File: src/rtl/producto_bcd.sv
// Sequential binary-to-BCD converter (double-dabble, one bit per clock) that follows
// the shift-add multiplier and holds the packed BCD product for the display driver.
//
//   state | meaning
//   ------+------------------------------------------------------------
//   IDLE  | waiting for a rising edge of ready == DONE_CODE
//   CONV  | add-3 / shift one product bit per cycle, IN_W cycles total
module producto_bcd #(
    parameter int          IN_W      = 17,
    parameter int          DIGITS    = 6,
    parameter logic [2:0]  DONE_CODE = 3'b100
) (
    input  logic                  clk,
    input  logic                  rst,
    input  logic [2:0]            ready,
    input  logic [IN_W-1:0]       Producto,
    output logic [4*DIGITS-1:0]   bcd,
    output logic                  valid,
    output logic                  busy
);

    localparam int BW = 4 * DIGITS;
    localparam int CW = $clog2(IN_W + 1);

    typedef enum logic {IDLE, CONV} state_t;

    state_t          state, state_next;
    logic            done_q;
    logic            trig;
    logic [IN_W-1:0] bin_q, bin_next;
    logic [BW-1:0]   work_q, work_next, work_adj, work_shift, bcd_next;
    logic [CW-1:0]   cnt_q, cnt_next;
    logic            valid_next, busy_next;

    // Only a rising edge of the done condition starts a conversion.
    assign trig = (ready == DONE_CODE) && !done_q;

    always_comb begin
        work_adj = work_q;
        for (int i = 0; i < DIGITS; i++) begin
            if (work_q[4*i +: 4] >= 4'd5) begin
                work_adj[4*i +: 4] = work_q[4*i +: 4] + 4'd3;
            end
        end
    end

    assign work_shift = {work_adj[BW-2:0], bin_q[IN_W-1]};

    always_comb begin
        state_next = state;
        bin_next   = bin_q;
        work_next  = work_q;
        cnt_next   = cnt_q;
        bcd_next   = bcd;
        valid_next = 1'b0;
        busy_next  = busy;
        case (state)
            IDLE: begin
                if (trig) begin
                    bin_next   = Producto;
                    work_next  = '0;
                    cnt_next   = CW'(IN_W);
                    busy_next  = 1'b1;
                    state_next = CONV;
                end
            end
            CONV: begin
                work_next = work_shift;
                bin_next  = {bin_q[IN_W-2:0], 1'b0};
                cnt_next  = cnt_q - CW'(1);
                if (cnt_q == CW'(1)) begin
                    bcd_next   = work_shift;
                    valid_next = 1'b1;
                    busy_next  = 1'b0;
                    state_next = IDLE;
                end
            end
            default: state_next = IDLE;
        endcase
    end

    always_ff @(posedge clk) begin
        if (!rst) begin
            state  <= IDLE;
            done_q <= 1'b0;
            bin_q  <= '0;
            work_q <= '0;
            cnt_q  <= '0;
            bcd    <= '0;
            valid  <= 1'b0;
            busy   <= 1'b0;
        end else begin
            state  <= state_next;
            done_q <= (ready == DONE_CODE);
            bin_q  <= bin_next;
            work_q <= work_next;
            cnt_q  <= cnt_next;
            bcd    <= bcd_next;
            valid  <= valid_next;
            busy   <= busy_next;
        end
    end

endmodule

File: config.mk
export PLATFORM = sky130hd
export DESIGN_NAME = producto_bcd
export DESIGN_NICKNAME = d
export VERILOG_FILES = /design/src/rtl/producto_bcd.sv
export SDC_FILE = /design/constraint.sdc
export NUM_CORES = 1
export LEC_CHECK = 0
export CAP_MARGIN = 0
export CORE_MARGIN = 2
export CORE_UTILIZATION = 55
export CTS_BUF_LIST = sky130_fd_sc_hd__clkbuf_8
export CTS_CLUSTER_DIAMETER = 30
export CTS_CLUSTER_SIZE = 16
export DETAILED_ROUTE_END_ITERATION = 7
export GPL_TIMING_DRIVEN = 0
export PLACE_DENSITY = 0.78
export SYNTH_ARGS = -nofsm -noshare
export SYNTH_HDL_FRONTEND = slang
export SYNTH_SLANG_ARGS = --single-unit
File: constraint.sdc
create_clock -name clk -period 1.9 [get_ports clk]
set_input_delay 0.38 -clock clk [delete_from_list [all_inputs] [get_ports clk]]
set_output_delay 0.38 -clock clk [all_outputs]
set_load 0.05 [all_outputs]
==> results of run 1 <==
[how the worst min path moves through the flow]
stage	from	to	slack [ps]	cells past startpoint
2_1_floorplan	bin_q[10]	bin_q[10]	440	2
3_3_place_gp	bcd[10]	bcd[10]	430	2
3_5_place_dp	bcd[11]	bcd[11]	440	2
4_1_cts	rst	cnt_q[1]	350	2
5_1_grt	rst	cnt_q[1]	370	2
6_report	rst	cnt_q[1]	350	2
[sequential cells by signal, summed over array words and instances (netlist names)]
name    count
bcd        24
valid       1
cnt_q       5
state       1
done_q      1
bin_q      17
busy        1
work_q     24
[synthesized netlist by cell type, types with 7 or more instances]
| cell | number |
|---|---|
| inv_1 | 32 |
| dfxtp_1 | 74 |
| a222oi_1 | 16 |
| o21ai_0 | 37 |
| a21oi_1 | 24 |
| nor3b_1 | 8 |
| nand2b_1 | 7 |
| nor2_1 | 15 |
| nor3_1 | 8 |
| ha_1 | 14 |
| buf_2 | 7 |
| a22o_1 | 7 |
| nand2_1 | 39 |
[through the flow]
step	utilization, %	cell area [sq um]	std cells	worst slack [ps]	TNS (ps)
finish	71.03	3911	476	25.28	0
global route	71.03	3911	476	0.4279	0
CTS	70.17	3864	475	6.172	0
detailed placement	67.26	3704	462	-349.1	-9079
global placement	67.26	3704	462	-301.0	-8837
floorplan	-	3153	344	427.7	0
[cell families (layout without fill, tap and decap cells)]
kind of cell	after synthesis	after routing	share of synthesized area (%)
fa+ha+maj	14	14	5.556
xor+xnor	6	6	1.667
compound gates	102	102	21.59
flops	74	74	46.98
buf+inv	48	108	6.825
mux	7	7	2.460
simple gates	93	93	14.92
[repair_timing]
item                                    CTS  global route
resized for setup                         1             9
buffers inserted                          0             2
endpoints found under the setup margin    7            32
hold buffers                              0             0
pin swaps                                 0             1
[area by class of cell]
type / instances / area [sq um]
plain buffers: 14 / 87.58
clock buffers: 11 / 151.4
flip-flops and latches: 74 / 1481
inverters: 33 / 125.1
multi-input cells: 222 / 1480
clock inverters: 2 / 7.507
well taps: 72 / 90.09
fillers: 454 / 1595
repair buffers: 48 / 488.0
[power by group through the flow]
stage                     logic [mW]  registers [mW]  clock network (mW)
after floorplan                0.110            1.63                   0
after global placement         0.197            1.63                   0
after detailed placement       0.200            1.63                   0
after CTS                      0.202            1.59                1.06
after global routing           0.227            1.59                1.13
final                          0.211            1.59                1.05
[per-layer routing]
metal,global-route usage (%),vias up
li1,-,1319
met1,30.74,1234
met2,40.84,56
met3,4.186,10
met4,10.17,0
met5,0,-
==> results.cfg, run 1 <==
[route]
top_layer_used = met4
via_per_inst = 5.502
wl_met3_um = 262
num_vias = 2619
drtPass1Iterations = 5
first_iter_violations = 189
wl_met1_um = 3351
wl_met2_um = 3433
routed_wl_um = 7155
wl_per_cell_um = 15.03
drc = 0
antenna_left = 0

[setup_path]
path_buf_inv = 1
cp.required_ps = 1520
reg2reg_depth = 5
path_cells = clkdlybuf4s50_1
path_depth = 1
critPathKind = reg2out
startpoint = bcd[17]
r2r_end = bcd[13]
crit_path_top_delay_cell = clkdlybuf4s50_1
cp-start-kind = flip-flop
r2r-start = cnt_q[0]
crit_end = bcd[17]
critPathMaxStageDelay_ps = 810
endpoint_kind = output port
crit_family = buffers and inverters
path_max_fanout = 2
r2r_setup_slack_ps = 190
arrival_ps = 1490

[timing]
report.final.slew_viol_count = 0
relSlewSlack_pct = 57.16
finalClockSkew_ps = 8.747
setup_viol = 0
fmax_mhz = 533.4
fin_crit_ps = 1875
worst_pin_slew_ps = 641.9
finalCritPeriodShare_pct = 98.67
finalHoldViolations = 0
rsz0062_at_grt = no
hold-worst-slack_ps = 353.2

[placement]
place_congestion = 0.9161
dp_hpwl_um = 4942
port_buffers = 46

[synthesis]
synth_ff_type = dfxtp_1
ys_seq_elements = 74
synth_nets = 380
netlist.area_leader.share_pct = 46.98
syn_inst = 344
postSynthAreaPerCell_sq_um = 9.166
syn_area_sq_um = 3153
synth.largest_area_cell = dfxtp_1
synthTopCellsByArea = dfxtp_1 47%, o21ai_0 5.9%, ha_1 5.6%, a222oi_1 5.1%, nand2_1 4.6%
async_flop_share_pct = 0
yosys_warnings = 0
synth_edf_count = 0
yosysSeqAreaShare_pct = 46.98
netlist-cell-type-count = 38

[clock_tree]
numCtsBuffers = 9
cts_tree = done
clock-sinks = 74
clk_pin_slew_worst_paths_ps = 80
htreeDepth = 3
insertion_delay_ps = 350
clockBufferDepth = 2
cts_root_buf = clkbuf_8

[finish]
mostFrequentLayoutCells = 74 x dfxtp_1, 41 x clkdlybuf4s50_1, 38 x nand2_1, 37 x o21ai_0, 34 x inv_1
diodes = 0
fin_nets = 438
area_delta_synth_final_pct = 24.05
layout.cells.most_common = dfxtp_1
drive_gt1_share_pct = 11.14

[pwr]
p_sw_mw = 0.6743
finalPower_mw = 2.857
p_sw_share_pct = 23.60
pwr-share-comb_pct = 7.4
power_frac_clock_pct = 36.8
peakVddDrop_mv = 0.4665
power.leakage_nw = 1.630
internal-power_mw = 2.182
pwr_density_cell_nw_per_um2 = 730.4
seq_power_share_pct = 55.8

[grt]
grt_pass1_wl_um = 11750
grt_max_degree = 11
grt_overflow_total = 0
gr-usage-all-layers_pct = 24.31
antenna_found_initial = 0
grt_pass1_vias = 2474

[die]
die_y_um = 79.72
die_w_um = 79.72
core_area_sq_um = 5507
io_pins = 48
die_area_sq_um = 6354
rows = 27
start_util_pct = 57.26

[job]
maxCapViolCount = 0

[hold_path]
min_path_type = in2reg

[run_status]
outcome = complete, no violations
(Power assumes the default switching activity.)
==> inputs of run 2 (changes only) <==
--- a/config.mk
+++ b/config.mk
@@ -6,7 +6,7 @@
 export NUM_CORES = 1
 export LEC_CHECK = 0
 export CAP_MARGIN = 0
-export CORE_MARGIN = 2
+export CORE_MARGIN = 1
 export CORE_UTILIZATION = 55
 export CTS_BUF_LIST = sky130_fd_sc_hd__clkbuf_8
 export CTS_CLUSTER_DIAMETER = 30
==> run 2 against run 1 <==
Net effect:
- the run now ends with DRC left
- routed wire length is 0.38% lower
- sequential share of layout area is 0.64 points lower
- non-clock buffer count is 1 higher
- maximum frequency is 0.37% higher
- first-iteration DRC count is 4.8% lower
- setup slack better by 6.9 ps
- critical path depth stayed put
- clock power is 19% higher
- clock skew is 1.3 ps higher
- worst hold slack better by 7.1 ps
- critical path type unchanged
- largest power group unchanged
- highest routed layer unchanged
==> results.cfg, run 2 (same netlist as run 1, synthesis figures left out) <==
[grt]
grt_pass1_wl_um = 11930
grt_overflow_total = 0
grt_max_degree = 12
gr-usage-all-layers_pct = 25.86
antenna_found_initial = 0
grt_pass1_vias = 2551

[die]
die_area_sq_um = 6040
die_w_um = 77.72
core_area_sq_um = 5507
rows = 27
start_util_pct = 57.26
io_pins = 48
die_y_um = 77.72

[timing]
hold-worst-slack_ps = 360.4
worst_slack_ps = 32.20
setup_tns_ps = 0
finalHoldViolations = 0
rsz0062_at_grt = no
fmax_mhz = 535.4
setup_viol = 0
report.final.slew_viol_count = 0
finalClockSkew_ps = 10.05
worst_pin_slew_ps = 599.3
finalCritPeriodShare_pct = 98.31
relSlewSlack_pct = 60.00
fin_crit_ps = 1868

[pwr]
peakVddDrop_mv = 0.6146
pwr_density_cell_nw_per_um2 = 767.8
power.leakage_nw = 1.807

[setup_path]
critPathMaxStageDelay_ps = 800
crit_family = buffers and inverters
critPathKind = reg2out
path_max_fanout = 2
arrival_ps = 1490
path_buf_inv = 1
crit_path_top_delay_cell = clkdlybuf4s50_1
path_cells = clkdlybuf4s50_1
cp-start-kind = flip-flop
endpoint_kind = output port
cp.required_ps = 1520

[run_status]
violations = DRC
outcome = complete, but fails checks

[finish]
fin_nets = 439
diodes = 0
area_delta_synth_final_pct = 26.19
drive_gt1_share_pct = 12.04
reg.largest.list = bcd: 24 flops, work_q: 24 flops, bin_q: 17 flops
mostFrequentLayoutCells = 74 x dfxtp_1, 38 x nand2_1, 37 x o21ai_0, 33 x inv_1, 32 x clkdlybuf4s50_1
layout.cells.most_common = dfxtp_1

[route]
num_vias = 2676
wl_per_cell_um = 14.88
routed_wl_um = 7128
antenna_left = 0
first_iter_violations = 180
drc = 2
drtPass1Iterations = 8
via_per_inst = 5.587

[job]
maxCapViolCount = 0

[clock_tree]
htreeDepth = 3
clockBufferDepth = 2
insertion_delay_ps = 350
cts_root_buf = clkbuf_8
cts_tree = done
numCtsBuffers = 9
clk_pin_slew_worst_paths_ps = 80
ctsHoldBuffers = 0
clock-sinks = 74

[placement]
dp_hpwl_um = 4876
port_buffers = 46
place_congestion = 0.8734
dpl_worst_slack_ps = -337.9

[hold_path]
min_path_type = in2reg
## run 2: changes by cell type in the layout (fill, tap and decap cells not counted)
cell | previous run | this run
clkdlybuf4s50_1 | 41 | 32
dlymetal6s2s_1 | 5 | 14
bufinv_16 | 0 | 1
clkbuf_2 | 0 | 1
clkbuf_8 | 11 | 12
clkinv_2 | 1 | 2
inv_1 | 34 | 33
nand2_2 | 0 | 1
nand2_4 | 1 | 0
## run 2: area by class of cell
cell class | instances | area [sq um]
plain buffers | 15 | 92.59
clock buffers | 12 | 165.2
clock inverters | 3 | 38.79
fillers | 441 | 1528
inverters | 33 | 125.1
multi-input cells | 222 | 1475
flip-flops and latches | 74 | 1481
well taps | 72 | 90.09
repair buffers | 48 | 510.5
## run 2: worst paths after layout
path	startpoint	to	slack, ps	depth (start not counted)
setup / recovery	bcd[15]	bcd[15]	30	1
setup reg to reg	state	bcd[12]	200	6
hold reg to reg	bcd[18]	bcd[18]	460	2
hold / removal	rst	done_q	360	3
## run 2: repair_timing
item                                    in CTS  in global routing
gates cloned                                 0                  0
pin swaps                                    0                  1
resized for setup                            1                 19
endpoints found under the setup margin       7                 41
setup buffers                                0                  2
## run 2: stage by stage
stage	instance area [sq um]	total power, mW	std cells	util (%)
floorplan	3153	1.738	344	-
global placement	3704	1.822	462	67.26
detailed placement	3704	1.827	462	67.26
CTS	3909	3.058	477	70.98
global route	3979	3.161	479	72.26
finish	3979	3.055	479	72.26
## run 2: routing by layer
layer | vias up | global-route usage, % | routed length, um
met5 | - | 0 | 0
met4 | 0 | 12.83 | 189
met3 | 15 | 5.059 | 409
met2 | 87 | 43.36 | 3446
met1 | 1246 | 31.51 | 3082
li1 | 1328 | - | -
## run 2: power breakdown
group | switching, mW | total, mW | internal, mW
sequential | 0.0182 | 1.59 | 1.57
combinational | 0.118 | 0.210 | 0.0925
clock | 0.552 | 1.25 | 0.700
